--- src/rtl/boton_acondicionador.sv ---
// Input conditioning for the pet controller: 2-FF synchronisers, per-channel debounce FSMs,
// one-cycle press pulses, a debounced tilt level and a long-press detector on sleep.
module boton_acondicionador #(
  parameter int unsigned DEBOUNCE_CYCLES = 50000,
  parameter int unsigned LONG_CYCLES     = 150000000,
  parameter bit          ACTIVE_LOW      = 1'b1
) (
  input  logic clk,
  input  logic rst,
  input  logic btn_sleep_r,
  input  logic btn_awake_r,
  input  logic btn_feed_r,
  input  logic btn_play_r,
  input  logic giro_r,
  output logic botonSleep,
  output logic botonAwake,
  output logic botonFeed,
  output logic botonPlay,
  output logic giro,
  output logic long_sleep
);

  localparam int CW = (DEBOUNCE_CYCLES > 1) ? $clog2(DEBOUNCE_CYCLES) : 1;
  localparam int HW = (LONG_CYCLES > 1) ? $clog2(LONG_CYCLES) : 1;
  localparam logic [CW-1:0] CNT_LAST  = CW'(DEBOUNCE_CYCLES - 1);
  localparam logic [HW-1:0] HOLD_LAST = HW'(LONG_CYCLES - 1);
  localparam logic [4:0]    IDLE_RAW  = ACTIVE_LOW ? 5'b11111 : 5'b00000;

  typedef enum logic [1:0] {
    RELEASED    = 2'd0,
    PRESS_CHK   = 2'd1,
    PRESSED     = 2'd2,
    RELEASE_CHK = 2'd3
  } state_e;

  logic [4:0] raw_s, p_s, pulse_s, lvl_s, in_hold_s, press_s;
  logic [4:0] sync1_q, sync2_q;
  logic [1:0] ready_q;

  assign raw_s = {giro_r, btn_play_r, btn_feed_r, btn_awake_r, btn_sleep_r};
  assign p_s   = ACTIVE_LOW ? ~sync2_q : sync2_q;

  always_ff @(posedge clk or posedge rst) begin
    if (rst) begin
      sync1_q <= IDLE_RAW;
      sync2_q <= IDLE_RAW;
      ready_q <= 2'b00;
    end else begin
      sync1_q <= raw_s;
      sync2_q <= sync1_q;
      ready_q <= {ready_q[0], 1'b1};
    end
  end

  // A channel only arms once a real (post-reset) released level has crossed the synchroniser,
  // so a button still held through reset cannot produce a pulse.
  for (genvar g = 0; g < 5; g++) begin : g_ch
    state_e          state_q, state_d;
    logic [CW-1:0]   cnt_q, cnt_d;
    logic            armed_q, armed_d;
    logic            pulse_q, lvl_q, press_d, lvl_d;

    always_comb begin
      state_d = state_q;
      cnt_d   = cnt_q;
      press_d = 1'b0;
      armed_d = armed_q | (ready_q[1] & ~p_s[g]);
      case (state_q)
        RELEASED: begin
          if (p_s[g] && armed_q) begin
            state_d = PRESS_CHK;
            cnt_d   = '0;
          end
        end
        PRESS_CHK: begin
          if (!p_s[g]) begin
            state_d = RELEASED;
            cnt_d   = '0;
          end else if (cnt_q == CNT_LAST) begin
            state_d = PRESSED;
            cnt_d   = '0;
            press_d = 1'b1;
          end else begin
            cnt_d = cnt_q + CW'(1);
          end
        end
        PRESSED: begin
          if (!p_s[g]) begin
            state_d = RELEASE_CHK;
            cnt_d   = '0;
          end
        end
        RELEASE_CHK: begin
          if (p_s[g]) begin
            state_d = PRESSED;
            cnt_d   = '0;
          end else if (cnt_q == CNT_LAST) begin
            state_d = RELEASED;
            cnt_d   = '0;
          end else begin
            cnt_d = cnt_q + CW'(1);
          end
        end
        default: begin
          state_d = RELEASED;
          cnt_d   = '0;
        end
      endcase
      lvl_d = (state_d == PRESSED) || (state_d == RELEASE_CHK);
    end

    always_ff @(posedge clk or posedge rst) begin
      if (rst) begin
        state_q <= RELEASED;
        cnt_q   <= '0;
        armed_q <= 1'b0;
        pulse_q <= 1'b0;
        lvl_q   <= 1'b0;
      end else begin
        state_q <= state_d;
        cnt_q   <= cnt_d;
        armed_q <= armed_d;
        pulse_q <= press_d;
        lvl_q   <= lvl_d;
      end
    end

    assign pulse_s[g]   = pulse_q;
    assign lvl_s[g]     = lvl_q;
    assign press_s[g]   = press_d;
    assign in_hold_s[g] = (state_q == PRESSED) || (state_q == RELEASE_CHK);
  end

  logic [HW-1:0] hold_q, hold_d;
  logic          fired_q, fired_d, long_q, long_d;

  always_comb begin
    hold_d  = hold_q;
    fired_d = fired_q;
    long_d  = 1'b0;
    if (press_s[0]) begin
      hold_d  = '0;
      fired_d = 1'b0;
    end else if (in_hold_s[0]) begin
      if (hold_q == HOLD_LAST) begin
        if (!fired_q) begin
          long_d  = 1'b1;
          fired_d = 1'b1;
        end
      end else begin
        hold_d = hold_q + HW'(1);
      end
    end else begin
      hold_d  = '0;
      fired_d = 1'b0;
    end
  end

  always_ff @(posedge clk or posedge rst) begin
    if (rst) begin
      hold_q  <= '0;
      fired_q <= 1'b0;
      long_q  <= 1'b0;
    end else begin
      hold_q  <= hold_d;
      fired_q <= fired_d;
      long_q  <= long_d;
    end
  end

  assign botonSleep = pulse_s[0];
  assign botonAwake = pulse_s[1];
  assign botonFeed  = pulse_s[2];
  assign botonPlay  = pulse_s[3];
  assign giro       = lvl_s[4];
  assign long_sleep = long_q;

endmodule

--- config.mk ---
export PLATFORM = sky130hd
export DESIGN_NAME = boton_acondicionador
export DESIGN_NICKNAME = d
export VERILOG_FILES = /design/src/rtl/boton_acondicionador.sv
export SDC_FILE = /design/constraint.sdc
export NUM_CORES = 1
export LEC_CHECK = 0
export BUFFER_PORTS_ARGS = -buffer_cell sky130_fd_sc_hd__clkbuf_2
export CORE_MARGIN = 4
export CORE_UTILIZATION = 55
export CTS_CLUSTER_DIAMETER = 50
export DETAILED_ROUTE_END_ITERATION = 10
export GPL_TIMING_DRIVEN = 0
export PLACE_DENSITY = 0.67
export SLEW_MARGIN = 20
export SYNTH_ARGS = -nofsm -noshare
export SYNTH_HDL_FRONTEND = slang
export SYNTH_SLANG_ARGS = --single-unit
--- constraint.sdc ---
create_clock -name clk -period 7.9 [get_ports clk]
set_input_delay 0.79 -clock clk [delete_from_list [all_inputs] [get_ports clk]]
set_output_delay 0.79 -clock clk [all_outputs]
set_load 0.05 [all_outputs]
==> After elaboration in Yosys (flattened, before gate mapping) <==
Index checks and enable logic that the tools add are counted.
{ "totals": {"reg_bits": 142, "inputBits": 7, "output_inout_bits": 6, "elab_cells": 199} }
{ "op_classes": {"addsub": 6, "eq_ne": 43, "muxes": 87, "bitwise_logic": 16, "reduce_logical": 21} }
{ "ops": {"columns": ["op", "count"], "rows": [
  ["two-way mux 16 bit", 25],
  ["case mux 16 bit (4 select lines)", 5],
  ["two-way mux 28 bit", 3],
  ["adder 16 x 1 -> 16 bit, second input constant", 5],
  ["== test 16 bit, second input constant", 5],
  ["two-way mux 2 bit", 30],
  ["case mux 2 bit (4 select lines)", 5],
  ["adder 28 x 1 -> 28 bit, second input constant", 1],
  ["== test 28 bit, second input constant", 1],
  ["!= test 3 bit, second input constant", 9],
  ["== test 2 bit, second input constant", 12],
  ["!= test 2 bit, second input constant", 10],
  ["two-way mux 1 bit", 19],
  ["AND reduction 4 bit", 4],
  ["== test 2 x 1 -> 1 bit, second input constant", 5],
  ["zero test 2 bit", 5],
  ["AND reduction 2 bit", 5],
  ["AND 1 bit", 5],
  ["logical AND 1 bit", 5],
  ["NOT 1 bit", 5],
  ["NOT 5 bit", 1],
  ["OR 1 bit", 5],
  ["!= test 3 x 1 -> 1 bit, second input constant", 1],
  ["logical OR 1 bit", 2]
]} }

==> Logic depth before layout (Yosys ltp) <==
{ "depth": {"ltp_word": 6, "depth_mapped": 8, "mapped_depth_nobuf": 6} }

==> Least setup slack after synthesis <==
Ideal clock, no wire load.
{ "synth_path": {"kind": "flip-flop to flip-flop", "start": "reg g_ch[1].cnt_q[0]", "end": "reg g_ch[1].cnt_q[5]", "setup_ps": 83, "arrival_ps": 1843, "t_required_ps": 7817, "path_slack_ps": 5974, "stages_incl_launch_ff": 9, "n_path_buf": 2, "synth_period_minus_slack_ps": 1926, "path_cell_list": "dfrtp_1 ha_1 and3_1 and4_1 buf_2 or2_1 clkbuf_1 or3_1 o21ai_0"} }
{ "synth_between": {"elab_chain_len": 4, "elab_cells_between_ends": 6, "classes_between": "1 x add/sub; 1 x eq/ne; 4 x mux"} }
{ "synth_rtl": {"columns": ["item", "line_no", "text"], "rows": [
  ["start, declared", "59", "logic [CW-1:0] cnt_q, cnt_d;"],
  ["start signal, assigned", "121", "cnt_q <= cnt_d;"],
  ["adder 16 x 1 -> 16 bit or == test 16 bit (tied branches)", null, null],
  ["two-way mux 16 bit *", "79, 97", null],
  ["two-way mux 16 bit, on equally long branches", "94, 76", null],
  ["case mux 16 bit (4 select lines) *", "68", "case (state_q)"]
]} }
Mark *: on every way between the ends. The rest lies on a longest branch, timed or not.
A chain may end at the register's enable or synchronous reset.

==> Worst setup path after layout <==
{ "layout_path": {"start": "reg sync2_q[1]", "end": "reg g_ch[1].cnt_q[2]"} }
{ "layout_between": {"elab_chain_len": 4, "elab_cells_between_ends": 8, "classes_between": "2 x eq/ne; 3 x mux; 1 x bitwise; 2 x reduce/logical"} }
{ "layout_rtl": {"columns": ["item", "line_no", "text"], "rows": [
  ["start, declared", "37", "logic [4:0] sync1_q, sync2_q;"],
  ["start signal, assigned", "50", "sync2_q <= sync1_q;"],
  ["NOT 5 bit *", "41", "assign p_s = ACTIVE_LOW ? ~sync2_q : sync2_q;"],
  ["logical AND 1 bit", "70", "if (p_s[g] && armed_q) begin"],
  ["!= test 2 bit (no source line)", null, null],
  ["AND reduction 2 bit (no source line)", null, null]
]} }
Marks and branches as above.

==> run metrics <==
outcome completed; Sinks on Clock Net 142; Fillers 1064; DIE WIDTH approximately 120 um; count leader, synth dfrtp_1; I/O Pins 13; fin crit period between 2 and 2.5 ns; CP Launch Point sync2_q[1]$_DFF_PP1_; yosys warns 0; area leader, netlist dfrtp_1; largest net degree at the start of global routing between 70 and 80; Clock Skews 0.00621 ns; antenna viol nets, final 0; Hold Path Class flip-flop to flip-flop; post-route setup slack 5.56 ns; commonest cells in the netlist dfrtp_1 (132), nand2_1 (75), o21ai_0 (59), nand3_1 (47), nor2_1 (47); Fmax achieved 427 MHz; CTS tree built; # Max-Cap Violations 0; Hold Startpoint sync1_q[1]$_DFF_PP1_; RR Startpoint sync2_q[1]$_DFF_PP1_; CTS Buf Count 17; Resized cells post-CTS 0; clk_lat worst skew 0.43 ns; Yosys reg bits approximately 140; Max-slew headroom 0.257; gp weighted congestion 0.844; ANT cells 0; Overflow after GRT 0; Total Power between 0.002 and 0.0025 W; r2r endpoint g_ch[1].cnt_q[2]$_DFFE_PP0P_; WL final 14.5 mm; Final setup viols 0; site row count 41; P_leak 3.39 nW; top cells by area, synth dfrtp_1 (46%), o21ai_0 (4.2%), nand2_1 (4.0%), dfstp_2 (3.7%), nand3_1 (3.3%); Mapped Nets 751; final hold violation count 0; dpl hpwl 9.69 mm; Setup crit end g_ch[1].cnt_q[2]$_DFFE_PP0P_; Critical Path AT 2.68 ns; Slew Limit Fails 0; Post-synth ARST share 1.00; vias in the first global route between 5k and 6k; Placement Setup Slack 5.57 ns; CP Capture Type flip-flop; starting density of the core 0.564; first-pass GRT wire length approximately 25 mm; Worst Path Required just over 8 ns; critical path type flip-flop to flip-flop; post-synth cell types 64; Port Buffers 12; Longest Clk Path Bufs 2; antenna violations before repair 0; fin crit share 0.296; Post-Synthesis Cell Area 7110 um2; gr usage total 0.212; worst vdd ir ~0.26 mV; initial DRC count 381; Critical Path Fanout Max 10; Pre-antenna DRT Iters 7; cell area power density ~250 nW/um2; Reg clk slew, reported paths 0.06 ns; WL per Instance 15.2 um; Die Ht around 120 um; r2r worst-path depth 5; setup TNS 0 ns; top-area cell type share of the netlist area 0.464; DRC 0; ys flop type dfrtp_1; Post-synth EDFFs 0; startpoint types flip-flop; root buf cell clkbuf_16; fraction of layout cells with a size suffix above 1 0.109; Synth Instances about 740; die area 14800 um2; fin nets approximately 800; Area Growth Syn to Fin 12.7%; core area 12600 um2; Vias/cell 5.95; Tightest Pin Transition 1.11 ns; RSZ-0062 raised after global routing false; sequential share of the synthesized area 0.501; CTS Hold Bufs 0; Syn Area/Cell 9.64 um2; CTS H-tree lvls 4; DR vias 5674; reg2reg setup slack 5.56 ns; setup bufs post-CTS 0
-- critical path, cell delays in order (launching register included) --
cell and delay (ns):
dfstp_2 0.55, nor2_1 0.07, a211oi_1 0.92, clkbuf_1 0.43, o21ai_0 0.20, o31ai_1 0.09
-- per-stage QoR --
| stage | instance area (um2) | hold WS, ns | util | instances |
|---|---|---|---|---|
| finish | 8020 | 0.355 | 0.635 | 954 |
| global route | 8020 | 0.359 | 0.635 | 954 |
| CTS | 8020 | 0.356 | 0.635 | 954 |
| detailed placement | 7420 | 0.340 | 0.588 | 923 |
| global placement | 7390 | 0.336 | 0.586 | 922 |
| floorplan | 7110 | 0.331 | - | 738 |
-- cell type report --
| cell class | instances | area, um2 | share of cell area |
|---|---|---|---|
| buffer | 25 | 126 | 0.0158 |
| clock inverter | 10 | 113 | 0.0140 |
| timing repair buffer | 13 | 87.6 | 0.0109 |
| multi-input combinational | 557 | 3370 | 0.420 |
| sequential | 142 | 3570 | 0.445 |
| clock buffer | 21 | 480 | 0.0599 |
| tap | 172 | 215 | 0.0268 |
| inverter | 14 | 60.1 | 0.00749 |
-- flip-flops by register name, indices dropped and copies added (netlist names), named ones only --
signal        flops
g_ch.cnt_q       80
fired_q           1
hold_q           28
botonAwake        1
sync1_q           5
botonPlay         1
g_ch.armed_q      5
botonSleep        1
giro              1
botonFeed         1
ready_q           2
g_ch.state_q      6
sync2_q           5
long_sleep        1
-- report_power, final --
group | switching (W) | internal (W) | total [W]
Clock | 0.000303 | 0.000494 | 0.000797
Sequential | 0.0000555 | 0.000780 | 0.000835
Combinational | 0.000255 | 0.000135 | 0.000390
-- worst min-delay path by stage --
stage | to | slack (ns) | cells past startpoint
4_1_cts | sync2_q[1]$_DFF_PP1_ | 0.36 | 0
3_3_place_gp | ready_q[1]$_DFF_PP0_ | 0.34 | 0
2_1_floorplan | ready_q[1]$_DFF_PP0_ | 0.33 | 0
3_5_place_dp | ready_q[1]$_DFF_PP0_ | 0.34 | 0
6_report | sync2_q[1]$_DFF_PP1_ | 0.35 | 0
5_1_grt | sync2_q[1]$_DFF_PP1_ | 0.36 | 0
-- layout by cell type, fill, tap and decap left out, types with 4 or more instances in the layout --
cell       synthesis  routed
a211o_1            6       6
a211oi_1           7       7
a21boi_0          10      10
a21o_1            17      17
a21oi_1           23      23
a22o_1             5       5
a31oi_1           17      17
and2_1            21      21
and3_1            17      17
and4_1             7       7
buf_2              8       8
clkbuf_1          12      12
clkbuf_16          0      17
clkbuf_2           0      12
clkbuf_8           0       4
clkinv_2           0       4
dfrtp_1          132     132
dfstp_2           10      10
ha_1               6       6
inv_1             14      13
mux2i_1            4       4
nand2_1           75      75
nand3_1           47      47
nand4_1           15      15
nor2_1            47      47
nor2b_1            4       4
nor3_1            33      33
nor4_1            14      14
nor4b_1            6       6
nor4bb_1           4       4
o211ai_1           5       5
o21a_1             5       5
o21ai_0           59      59
o31ai_1            6       6
or3_1             21      21
xnor2_1           18      18
xor2_1            14      14
-- logic make-up after synthesis --
logic type,Yosys count,share of synthesized area
muxes,4,0.00563
buffers and inverters,39,0.0251
adders and majority gates,6,0.0106
xor gates and xnor gates,32,0.0394
AOI/OAI and AO/OA,171,0.154
and+or+nand+nor,343,0.264
other,1,0.000527
DFF,142,0.501
-- layer usage --
| metal | wire length, um | part of all wire | track usage |
|---|---|---|---|
| met1 | 6830 | 0.47 | 0.285 |
| met2 | 6860 | 0.47 | 0.333 |
| met3 | 557 | 0.038 | 0.0599 |
| met4 | 244 | 0.017 | 0.0707 |
| met5 | 0 | 0 | 0 |
Power figures use the tool's default switching activity.
